==> src/rtl/xnor_stream_decoder.sv <==
`default_nettype none
// ============================================================================
// Module      : xnor_stream_decoder
// Description : Unmasks XNOR-keyed link words using a matching XNOR LFSR key.
// Revision    : 1.0
// ============================================================================
module xnor_stream_decoder #(
    parameter int               WIDTH = 16,
    parameter logic [WIDTH-1:0] SEED  = 16'h0000
) (
    input  logic             clk,
    input  logic             rst_n,
    input  logic             load_seed,
    input  logic [WIDTH-1:0] seed_in,
    input  logic             in_valid,
    output logic             in_ready,
    input  logic [WIDTH-1:0] in_data,
    output logic             out_valid,
    input  logic             out_ready,
    output logic [WIDTH-1:0] out_data,
    output logic [15:0]      word_count,
    output logic [WIDTH-1:0] key_dbg
);

    localparam logic [WIDTH-1:0] c_ALL_ONES  = {WIDTH{1'b1}};
    localparam logic [WIDTH-1:0] c_SEED_SAFE = (SEED == c_ALL_ONES) ? {WIDTH{1'b0}} : SEED;

    logic [WIDTH-1:0] r_key;
    logic [WIDTH-1:0] r_out_data;
    logic             r_out_valid;
    logic [15:0]      r_word_count;

    logic             w_in_ready;
    logic             w_accept;
    logic             w_take;
    logic [WIDTH-1:0] w_key_next;
    logic [WIDTH-1:0] w_seed_safe;

    // Fibonacci XNOR LFSR; all-ones is the lockup state and is never entered.
    assign w_key_next  = {r_key[WIDTH-2:0], ~(r_key[15] ^ r_key[14] ^ r_key[12] ^ r_key[3])};
    assign w_seed_safe = (seed_in == c_ALL_ONES) ? {WIDTH{1'b0}} : seed_in;

    assign w_in_ready = rst_n && !load_seed && (!r_out_valid || out_ready);
    assign w_accept   = in_valid && w_in_ready;
    assign w_take     = r_out_valid && out_ready;

    always_ff @(posedge clk or negedge rst_n) begin
        if (!rst_n) begin
            r_key <= c_SEED_SAFE;
        end else if (load_seed) begin
            r_key <= w_seed_safe;
        end else if (w_accept) begin
            r_key <= w_key_next;
        end
    end

    // A simultaneous take and accept replaces the word, so valid stays high.
    always_ff @(posedge clk or negedge rst_n) begin
        if (!rst_n) begin
            r_out_valid <= 1'b0;
            r_out_data  <= {WIDTH{1'b0}};
        end else if (w_accept) begin
            r_out_valid <= 1'b1;
            r_out_data  <= ~(in_data ^ r_key);
        end else if (w_take) begin
            r_out_valid <= 1'b0;
        end
    end

    always_ff @(posedge clk or negedge rst_n) begin
        if (!rst_n) begin
            r_word_count <= 16'h0000;
        end else if (w_take) begin
            r_word_count <= r_word_count + 16'h0001;
        end
    end

    assign in_ready   = w_in_ready;
    assign out_valid  = r_out_valid;
    assign out_data   = r_out_data;
    assign word_count = r_word_count;
    assign key_dbg    = r_key;

endmodule
`default_nettype wire

==> config.mk <==
export PLATFORM = sky130hd
export DESIGN_NAME = xnor_stream_decoder
export DESIGN_NICKNAME = d
export VERILOG_FILES = /design/src/rtl/xnor_stream_decoder.sv
export SDC_FILE = /design/constraint.sdc
export NUM_CORES = 1
export LEC_CHECK = 0
export CAP_MARGIN = 0
export CORE_MARGIN = 2
export CORE_UTILIZATION = 40
export CTS_CLUSTER_DIAMETER = 60
export DETAILED_ROUTE_END_ITERATION = 10
export GPL_ROUTABILITY_DRIVEN = 0
export GPL_TIMING_DRIVEN = 0
export PLACE_DENSITY = 0.78
export SYNTH_ARGS = -nofsm -noshare
export SYNTH_HDL_FRONTEND = slang
export SYNTH_SLANG_ARGS = --single-unit
==> constraint.sdc <==
create_clock -name clk -period 1.3 [get_ports clk]
set_clock_uncertainty 0.05 [all_clocks]
set_input_delay 0.195 -clock clk [delete_from_list [all_inputs] [get_ports clk]]
set_output_delay 0.195 -clock clk [all_outputs]
set_load 0.01 [all_outputs]
==> flow_metrics.py, run 1 <==
metrics = {
    "run_status": {
        "status": "finished, violations left",
        "violations": "negative hold slack, negative setup slack",
    },
    "global_route": {
        "grt_overflow": 0,
        "antenna_found_initial": 0,
        "grt_max_degree": 39,
        "grt_pass1_wl_um": 11200,
        "grt_pass1_vias": 2158,
        "grt_use_total_pct": 23.5,
    },
    "logic_synthesis": {
        "avgSynthCellArea_um2": 11.0,
        "synth_common_cells": "dfrtp_1 (49), o21ai_0 (31), nand2_1 (25)",
        "syn_inst": 208,
        "synth_ff_type": "dfrtp_1",
        "synth_edf_count": 0,
        "syn_nets": 246,
        "synth_warnings": 0,
        "ys_ff_latch": 49,
        "synth_top_area_share_pct": 53.8,
        "synth_top_area_cell": "dfrtp_1",
        "synth_area_um2": 2280,
        "synthArstFlopShare_pct": 100,
        "synthTopCellsByArea": "dfrtp_1 (54%), o221a_2 (7.4%), xor2_1 (6.9%), o21ai_0 (6.8%), xnor2_1 (6.1%)",
        "synth.distinct_cells": 26,
        "yosysMostFrequentCell": "dfrtp_1",
        "ys_seq_area_share_pct": 53.8,
    },
    "clock_tree": {
        "cts_tree": "built",
        "cts_hold_buf": 1,
        "cts-buffers-inserted": 5,
        "cts_sinks": 49,
        "htreeDepth": 2,
        "clk_latency_ps": 310,
        "cts_buffer_depth": 2,
        "root_buffer": "clkbuf_8",
        "clkTransAtPathRegs_ps": 90,
    },
    "critical_path": {
        "cp.required_ps": 1450,
        "startpoint_type": "register",
        "slowest_stage": "dfrtp_2",
        "setup.worst_path.class": "register to register",
        "crit_family": "buffers and inverters",
        "cp_num_buf_inv": 3,
        "worstPathMaxFanout": 7,
        "arrival_ps": 1670,
        "setup.worst_path.end_class": "register",
        "slowest_delay_ps": 450,
        "path_cells": "nand2b_4, nand4b_1, buf_6, buf_8, buf_16, nand2_4, o21ai_2",
    },
    "sta": {
        "setup-violations-final": 41,
        "max_freq_ghz": 0.655,
        "layout_min_cycle_time_ps": 1530,
        "post-route-period-util_pct": 117,
        "fin_setup_tns_ps": -6980,
        "worst_slew_pin_slew_ps": 580,
        "timing.final.ws_setup_ps": -226,
        "rsz0062_at_grt": "true",
        "max_slew_margin_pct": 61.2,
        "whs_ps": -190,
        "slew_violations": 0,
        "finalHoldViolCount": 36,
    },
    "pwr": {
        "swShare_pct": 32.6,
        "vdd_drop_max_v": 0.000611,
        "powerDensity_nw_per_um2": 1140,
        "internal-power_w": 0.00323,
        "combPwrFrac_pct": 40.3,
        "pwr-share-seq_pct": 41.6,
        "pwr-share-clk_pct": 18.1,
        "leakagePower_nw": 2.07,
        "netSwitchingPower_w": 0.00157,
    },
    "detailed_routing": {
        "wire_per_inst_um": 16.9,
        "num_vias": 2183,
        "first_pass_iters": 4,
        "drt-total-wl_um": 7340,
        "first_iter_violations": 126,
        "postRouteAntennaNets": 0,
        "drcViolationCount": 0,
        "vias_per_cell": 5.03,
    },
    "place": {
        "place_area_um2": 3260,
        "hpwl_um": 4080,
        "port_buffers": 86,
        "dp_slack_ps": -866,
    },
    "die": {
        "die_w_um": 79.5,
        "ioPinCount": 87,
        "core_area_um2": 5510,
        "dieArea_um2": 6320,
        "start_util_pct": 41.4,
        "fp.dieH_um": 79.5,
        "rows": 27,
    },
    "layout": {
        "nets": 399,
        "fin_area_um2": 4200,
        "utilization_pct": 76.3,
        "final_layout_size_suffix_gt1_share_pct": 39.8,
        "area_delta_synth_final_pct": 84.2,
        "diodes": 0,
    },
    "hold_path": {
        "min_path_type": "input pin to asynchronous set/reset pin",
    },
    "run": {
        "drv_cap": 0,
    },
}
-- power groups by stage --
stage,clock network [W],registers (W),logic [W]
6_report,0.000870,0.00200,0.00193
3_3_place_gp,0,0.00205,0.00118
3_5_place_dp,0,0.00206,0.00121
2_1_floorplan,0,0.00213,0.000368
4_1_cts,0.000863,0.00194,0.00170
5_1_grt,0.000945,0.00203,0.00206
-- kinds of logic (layout without fill, tap and decap cells) --
logic type      after synthesis  count (layout)  synth area share, %
flops                        49              49                 53.8
xor+xnor                     34              34                 13.1
simple gates                 51              51                 12.9
buf+inv                      24             178                 4.39
mux                           2               2                0.933
fa+ha+maj                     1               1                0.548
compound gates               47              47                 14.4
-- cell usage in the layout (no fill, tap or decap), types with 3 or more instances in the layout --
master	n
nand3_1	6
o221a_4	15
inv_1	15
nand2_1	8
xor2_1	17
clkbuf_8	7
nor4_4	3
buf_4	47
nand4_1	5
buf_8	6
buf_2	3
xnor2_1	16
o21ai_2	9
clkdlybuf4s50_1	17
buf_6	13
o21ai_1	16
dfrtp_1	39
dfrtp_2	10
nand2_4	10
o21ai_0	7
nand2_2	7
dlygate4sd2_1	59
-- worst reg2reg max path: cells and delay by family (launching register included) --
family / cells / cell delay [ps]
and+or+nand+nor: 3 / 350
buffers and inverters: 3 / 510
DFF: 1 / 450
AOI/OAI and AO/OA: 1 / 50
-- final timing paths --
path,endpoint,from,slack (ps),depth (start not counted)
setup / recovery,out_data[4],out_valid,-230,7
hold / removal,out_data[14],rst_n,-190,2
setup reg to reg,out_data[4],out_valid,-230,7
hold reg to reg,word_count[15],word_count[15],420,1
max in group asynchronous,word_count[5],rst_n,370,2
min in group clk,key_dbg[14],seed_in[14],230,4
-- registers in the layout, summed over array words and instances, names as in the netlist --
signal and count:
key_dbg 16, out_data 16, out_valid 1, word_count 16
-- metrics by stage --
stage          total power, W  instances
2_1_floorplan         0.00250        208
3_3_place_gp          0.00323        366
3_5_place_dp          0.00327        367
4_1_cts               0.00451        427
5_1_grt               0.00503        434
6_report              0.00480        434
-- cell type report --
class	count	area, um^2
clock inverters	2	10.0
flip-flops and latches	49	1240
plain buffers	9	131
inverters	15	56.3
fillers	379	1310
repair buffers	146	1320
clock buffers	6	72.6
well taps	72	90.1
multi-input cells	135	1290
-- layer usage --
layer  share of wire (%)  global-route usage (%)  vias to the layer above
met2                  55                    45.0                       66
met5                   0                       0                        -
li1                    -                       -                     1037
met4                 1.6                    5.17                        0
met3                 3.9                    3.96                       13
met1                  39                    27.0                     1067
-- repair_timing --
item,CTS,global route
setup buffers,45,9
endpoints found under the setup margin,92,51
resized for setup,167,52
hold endpoints to repair,13,36
cloned,6,0
pin swaps,24,15
Note: power is estimated with default switching activity, not from simulation.
==> inputs of run 2 (changes only) <==
--- a/config.mk
+++ b/config.mk
@@ -6,7 +6,6 @@
 export NUM_CORES = 1
 export LEC_CHECK = 0
 export CAP_MARGIN = 0
-export CORE_MARGIN = 2
 export CORE_UTILIZATION = 40
 export CTS_CLUSTER_DIAMETER = 60
 export DETAILED_ROUTE_END_ITERATION = 10
@@ -16,3 +15,4 @@
 export SYNTH_ARGS = -nofsm -noshare
 export SYNTH_HDL_FRONTEND = slang
 export SYNTH_SLANG_ARGS = --single-unit
+export TNS_END_PERCENT = 5
==> flow_metrics.py, run 2 (synthesis gave the netlist of run 1 again) <==
metrics = {
    "critical_path": {
        "setup.worst_path.class": "register to register",
        "slowest_stage": "dfrtp_2",
        "cp_num_buf_inv": 2,
        "slowest_delay_ps": 450,
        "cp.required_ps": 1430,
        "worstPathMaxFanout": 6,
        "startpoint_type": "register",
        "setup.worst_path.end_class": "register",
        "crit_family": "flip-flops",
        "path_cells": "nand2b_4, nand4b_1, buf_6, bufbuf_16, o221a_2",
        "arrival_ps": 1620,
    },
    "die": {
        "core_area_um2": 5510,
        "rows": 27,
        "start_util_pct": 41.4,
        "ioPinCount": 87,
        "dieArea_um2": 6010,
        "die_w_um": 77.5,
        "fp.dieH_um": 77.5,
    },
    "layout": {
        "final_cell_mix": "dfrtp_1 (42), dlygate4sd2_1 (38), clkdlybuf4s50_1 (25)",
        "diodes": 0,
        "fillers": 454,
        "final_layout_size_suffix_gt1_share_pct": 21.9,
        "instances_no_fill": 387,
        "area_delta_synth_final_pct": 56.4,
        "final_common_cell": "dfrtp_1",
        "fin_area_um2": 3570,
        "nets": 353,
    },
    "pwr": {
        "p_total_w": 0.00409,
        "leakagePower_nw": 1.72,
        "vdd_drop_max_v": 0.000585,
        "powerDensity_nw_per_um2": 1150,
    },
    "clock_tree": {
        "cts_tree": "built",
        "cts_buffer_depth": 2,
        "htreeDepth": 2,
        "root_buffer": "clkbuf_8",
        "cts-buffers-inserted": 5,
        "clk_latency_ps": 290,
        "clkTransAtPathRegs_ps": 80,
        "cts_sinks": 49,
    },
    "detailed_routing": {
        "wire_per_inst_um": 14.4,
        "first_pass_iters": 4,
        "first_iter_violations": 93,
        "postRouteAntennaNets": 0,
        "num_vias": 1927,
        "drcViolationCount": 0,
        "vias_per_cell": 4.98,
        "drt-total-wl_um": 5570,
    },
    "place": {
        "port_buffers": 86,
        "hpwl_um": 4060,
        "place_inst": 367,
        "place_area_um2": 3260,
    },
    "global_route": {
        "grt_pass1_vias": 1929,
        "antenna_found_initial": 0,
        "grt_max_degree": 27,
        "grt_overflow": 0,
        "grt_use_total_pct": 19.5,
        "grt_pass1_wl_um": 9050,
    },
    "sta": {
        "max_slew_margin_pct": 31.9,
        "rsz0062_at_grt": "true",
        "timing.final.ws_setup_ps": -185,
        "fin_setup_tns_ps": -3720,
        "finalHoldViolCount": 0,
        "setup-violations-final": 41,
        "worst_slew_pin_slew_ps": 1020,
        "post-route-period-util_pct": 114,
        "max_freq_ghz": 0.673,
        "layout_min_cycle_time_ps": 1490,
        "slew_violations": 0,
        "whs_ps": 226,
    },
    "run": {
        "drv_cap": 0,
    },
    "run_status": {
        "violations": "negative setup slack",
        "status": "finished, violations left",
    },
    "hold_path": {
        "min_path_type": "input pin to asynchronous set/reset pin",
    },
}
-- run 2: changes by cell type in the layout (fill, tap and decap cells not counted), moves of 15 or more --
cell,previous run,this run
buf_4,47,9
clkdlybuf4s15_1,2,21
dlygate4sd2_1,59,38
o221a_2,0,15
o221a_4,15,0
-- run 2: power by group --
group / leakage, nW / internal, W / switching (W)
registers: 0.602 / 0.00177 / 0.000247
logic: 1.07 / 0.000659 / 0.000530
clock network: 0.0443 / 0.000423 / 0.000457
-- run 2: what timing repair did --
item	CTS	global route
endpoints found under the setup margin	93	88
hold buffers	3	0
endpoints found under the hold margin	23	0
buffers inserted	5	3
gates resized for setup	105	31
gates cloned	2	0
pin swaps	9	5
-- run 2: layout make-up --
type | instances | area (um^2) | share of cell area [%]
clock buffers | 7 | 86.3 | 2.42
repair buffers | 100 | 992 | 27.8
flip-flops and latches | 49 | 1230 | 34.6
well taps | 72 | 90.1 | 2.52
inverters | 15 | 56.3 | 1.58
multi-input cells | 135 | 1010 | 28.4
plain buffers | 9 | 93.8 | 2.63
-- run 2: through the flow --
stage | utilization [%] | setup slack, ps
after floorplan | - | -73.3
after global placement | 58.9 | -2240
after detailed placement | 59.1 | -870
after CTS | 63.4 | -170
after global routing | 64.8 | -240
final | 64.8 | -185
-- run 2: final timing paths --
check / start / endpoint / slack, ps / cells after the start
worst max-delay path: out_valid / key_dbg[15] / -190 / 5
worst min-delay path: rst_n / word_count[11] / 230 / 2
worst max register to register: out_valid / key_dbg[15] / -190 / 5
worst min register to register: word_count[15] / word_count[15] / 410 / 1
max in group asynchronous: rst_n / word_count[5] / 290 / 2
min in group clk: seed_in[13] / key_dbg[13] / 340 / 4
-- run 2: routing by layer --
metal | wire (um) | GRT usage [%] | vias to the layer above
li1 | - | - | 935
met1 | 2400 | 23.2 | 916
met2 | 2810 | 34.2 | 67
met3 | 281 | 4.47 | 9
met4 | 80 | 6.98 | 0
met5 | 0 | 0 | -
==> inputs of run 3 (changes only) <==
--- a/config.mk
+++ b/config.mk
@@ -6,12 +6,12 @@
 export NUM_CORES = 1
 export LEC_CHECK = 0
 export CAP_MARGIN = 0
-export CORE_UTILIZATION = 40
+export CORE_UTILIZATION = 31
 export CTS_CLUSTER_DIAMETER = 60
 export DETAILED_ROUTE_END_ITERATION = 10
 export GPL_ROUTABILITY_DRIVEN = 0
 export GPL_TIMING_DRIVEN = 0
-export PLACE_DENSITY = 0.78
+export PLACE_DENSITY = 0.61
 export SYNTH_ARGS = -nofsm -noshare
 export SYNTH_HDL_FRONTEND = slang
 export SYNTH_SLANG_ARGS = --single-unit
==> constraint.sdc (replaced) <==
create_clock -name clk -period 1.38 [get_ports clk]
set_clock_uncertainty 0.05 [all_clocks]
set_input_delay 0.207 -clock clk [delete_from_list [all_inputs] [get_ports clk]]
set_output_delay 0.207 -clock clk [all_outputs]
set_load 0.01 [all_outputs]
==> flow_metrics.py, run 3 (synthesis gave the netlist of run 1 again) <==
metrics = {
    "run_status": {
        "status": "finished, violations left",
        "violations": "negative hold slack, negative setup slack",
    },
    "global_route": {
        "grt_overflow": 0,
        "antenna_found_initial": 0,
        "grt_pass1_wl_um": 9080,
        "grt_use_total_pct": 15.6,
        "grt_max_degree": 42,
        "grt_pass1_vias": 1831,
    },
    "detailed_routing": {
        "vias_per_cell": 4.59,
        "num_vias": 1882,
        "drcViolationCount": 0,
        "first_pass_iters": 4,
        "first_iter_violations": 73,
        "drt-total-wl_um": 5700,
        "postRouteAntennaNets": 0,
        "wire_per_inst_um": 13.9,
    },
    "sta": {
        "setup-violations-final": 27,
        "timing.final.ws_setup_ps": -140,
        "post-route-period-util_pct": 110,
        "finalHoldViolCount": 39,
        "layout_min_cycle_time_ps": 1520,
        "max_freq_ghz": 0.658,
        "max_slew_margin_pct": 70.2,
        "worst_slew_pin_slew_ps": 446,
        "whs_ps": -160,
        "rsz0062_at_grt": "true",
        "slew_violations": 0,
    },
    "die": {
        "fp.dieH_um": 87.8,
        "core_area_um2": 6940,
        "rows": 30,
        "die_w_um": 87.8,
        "dieArea_um2": 7700,
        "ioPinCount": 87,
        "start_util_pct": 32.8,
    },
    "critical_path": {
        "crit_family": "buffers and inverters",
        "worstPathMaxFanout": 4,
        "slowest_stage": "dfrtp_2",
        "r2r-start": "out_valid",
        "regToRegEndpoint": "key_dbg[3]",
        "r2r_slack_ps": -140,
        "cp.required_ps": 1520,
        "slowest_delay_ps": 430,
        "reg2reg_depth": 6,
        "path_depth": 6,
        "cp_num_buf_inv": 3,
        "setup.worst_path.end_class": "register",
        "setup.worst_path.class": "register to register",
        "path_cells": "nand2b_4, nand4b_1, buf_4, buf_6, buf_12, o221a_4",
        "arrival_ps": 1660,
        "startpoint_type": "register",
    },
    "layout": {
        "nets": 353,
        "area_delta_synth_final_pct": 56.5,
        "final_cell_mix": "dlygate4sd2_1 (58), dfrtp_1 (40), clkdlybuf4s50_1 (25)",
        "instances_no_fill": 410,
        "fin_area_um2": 3570,
        "diodes": 0,
        "final_common_cell": "dlygate4sd2_1",
        "final_layout_size_suffix_gt1_share_pct": 22.6,
    },
    "clock_tree": {
        "cts_sinks": 49,
        "clkTransAtPathRegs_ps": 80,
        "htreeDepth": 2,
        "root_buffer": "clkbuf_8",
        "cts_tree": "built",
        "cts_hold_buf": 1,
        "cts-buffers-inserted": 5,
        "cts_buffer_depth": 2,
        "clk_latency_ps": 290,
    },
    "place": {
        "place_area_um2": 3280,
        "place_inst": 391,
        "hpwl_um": 4150,
        "port_buffers": 86,
    },
    "pwr": {
        "leakagePower_nw": 1.72,
        "vdd_drop_max_v": 0.000409,
        "powerDensity_nw_per_um2": 1050,
    },
    "hold_path": {
        "min_path_type": "input pin to asynchronous set/reset pin",
    },
    "run": {
        "drv_cap": 0,
    },
}
-- run 3: changes by cell type in the layout (fill, tap and decap cells not counted), sizes merged --
| cell | delta |
|---|---|
| clkdlybuf4s15 | -21 |
| buf | +3 |
| clkbuf | -2 |
| dlymetal6s4s | -1 |
| clkinv | +1 |
| dlygate4sd2 | +20 |
| bufbuf | -1 |
-- run 3: layout make-up --
cell class / count / area (um^2)
Buffer: 9 / 96.3
Clock buffer: 5 / 68.8
Clock inverter: 1 / 5.00
Fill cell: 649 / 3370
Inverter: 15 / 56.3
Multi-Input combinational cell: 135 / 1060
Sequential cell: 49 / 1240
Tap cell: 96 / 120
Timing Repair Buffer: 100 / 927
-- run 3: worst max path at each step --
stage | startpoint | slack, ps | endpoint
global route | out_valid | -180 | key_dbg[3]
floorplan | out_valid | -10 | key_dbg[5]
finish | out_valid | -140 | key_dbg[3]
global placement | rst_n | -2410 | key_dbg[12]
CTS | out_valid | -130 | key_dbg[4]
detailed placement | load_seed | -820 | in_ready
-- run 3: report_power, final --
group | leakage (nW) | switching, W | internal (W)
clock | 0.0399 | 0.000423 | 0.000334
combinational | 1.08 | 0.000477 | 0.000586
sequential | 0.600 | 0.000244 | 0.00167
total | 1.72 | 0.00114 | 0.00259
-- run 3: layer usage --
layer	vias to the layer above	GRT usage, %	part of all wire (%)
met2	60	27.0	50
met4	0	4.02	0.96
met5	-	0	0
met3	5	4.81	7.0
met1	876	18.8	42
li1	941	-	-
-- run 3: through the flow --
step	util (%)	total power, W	setup WS (ps)	hold WS (ps)	TNS (ps)
2_1_floorplan	-	0.00234	-11.6	-139	-141
3_3_place_gp	47.0	0.00305	-2410	411	-153130
3_5_place_dp	47.3	0.00307	-819	45.6	-22250
4_1_cts	50.3	0.00373	-127	-156	-895
5_1_grt	51.4	0.00397	-178	-151	-3370
6_report	51.4	0.00373	-140	-160	-1190
-- run 3: repair_timing --
action | 4_1_cts | 5_1_grt
resized for setup | 105 | 19
hold endpoints to repair | 10 | 39
cloned | 4 | 0
buffers inserted | 7 | 1
pin swaps | 6 | 8
endpoints found under the setup margin | 89 | 43
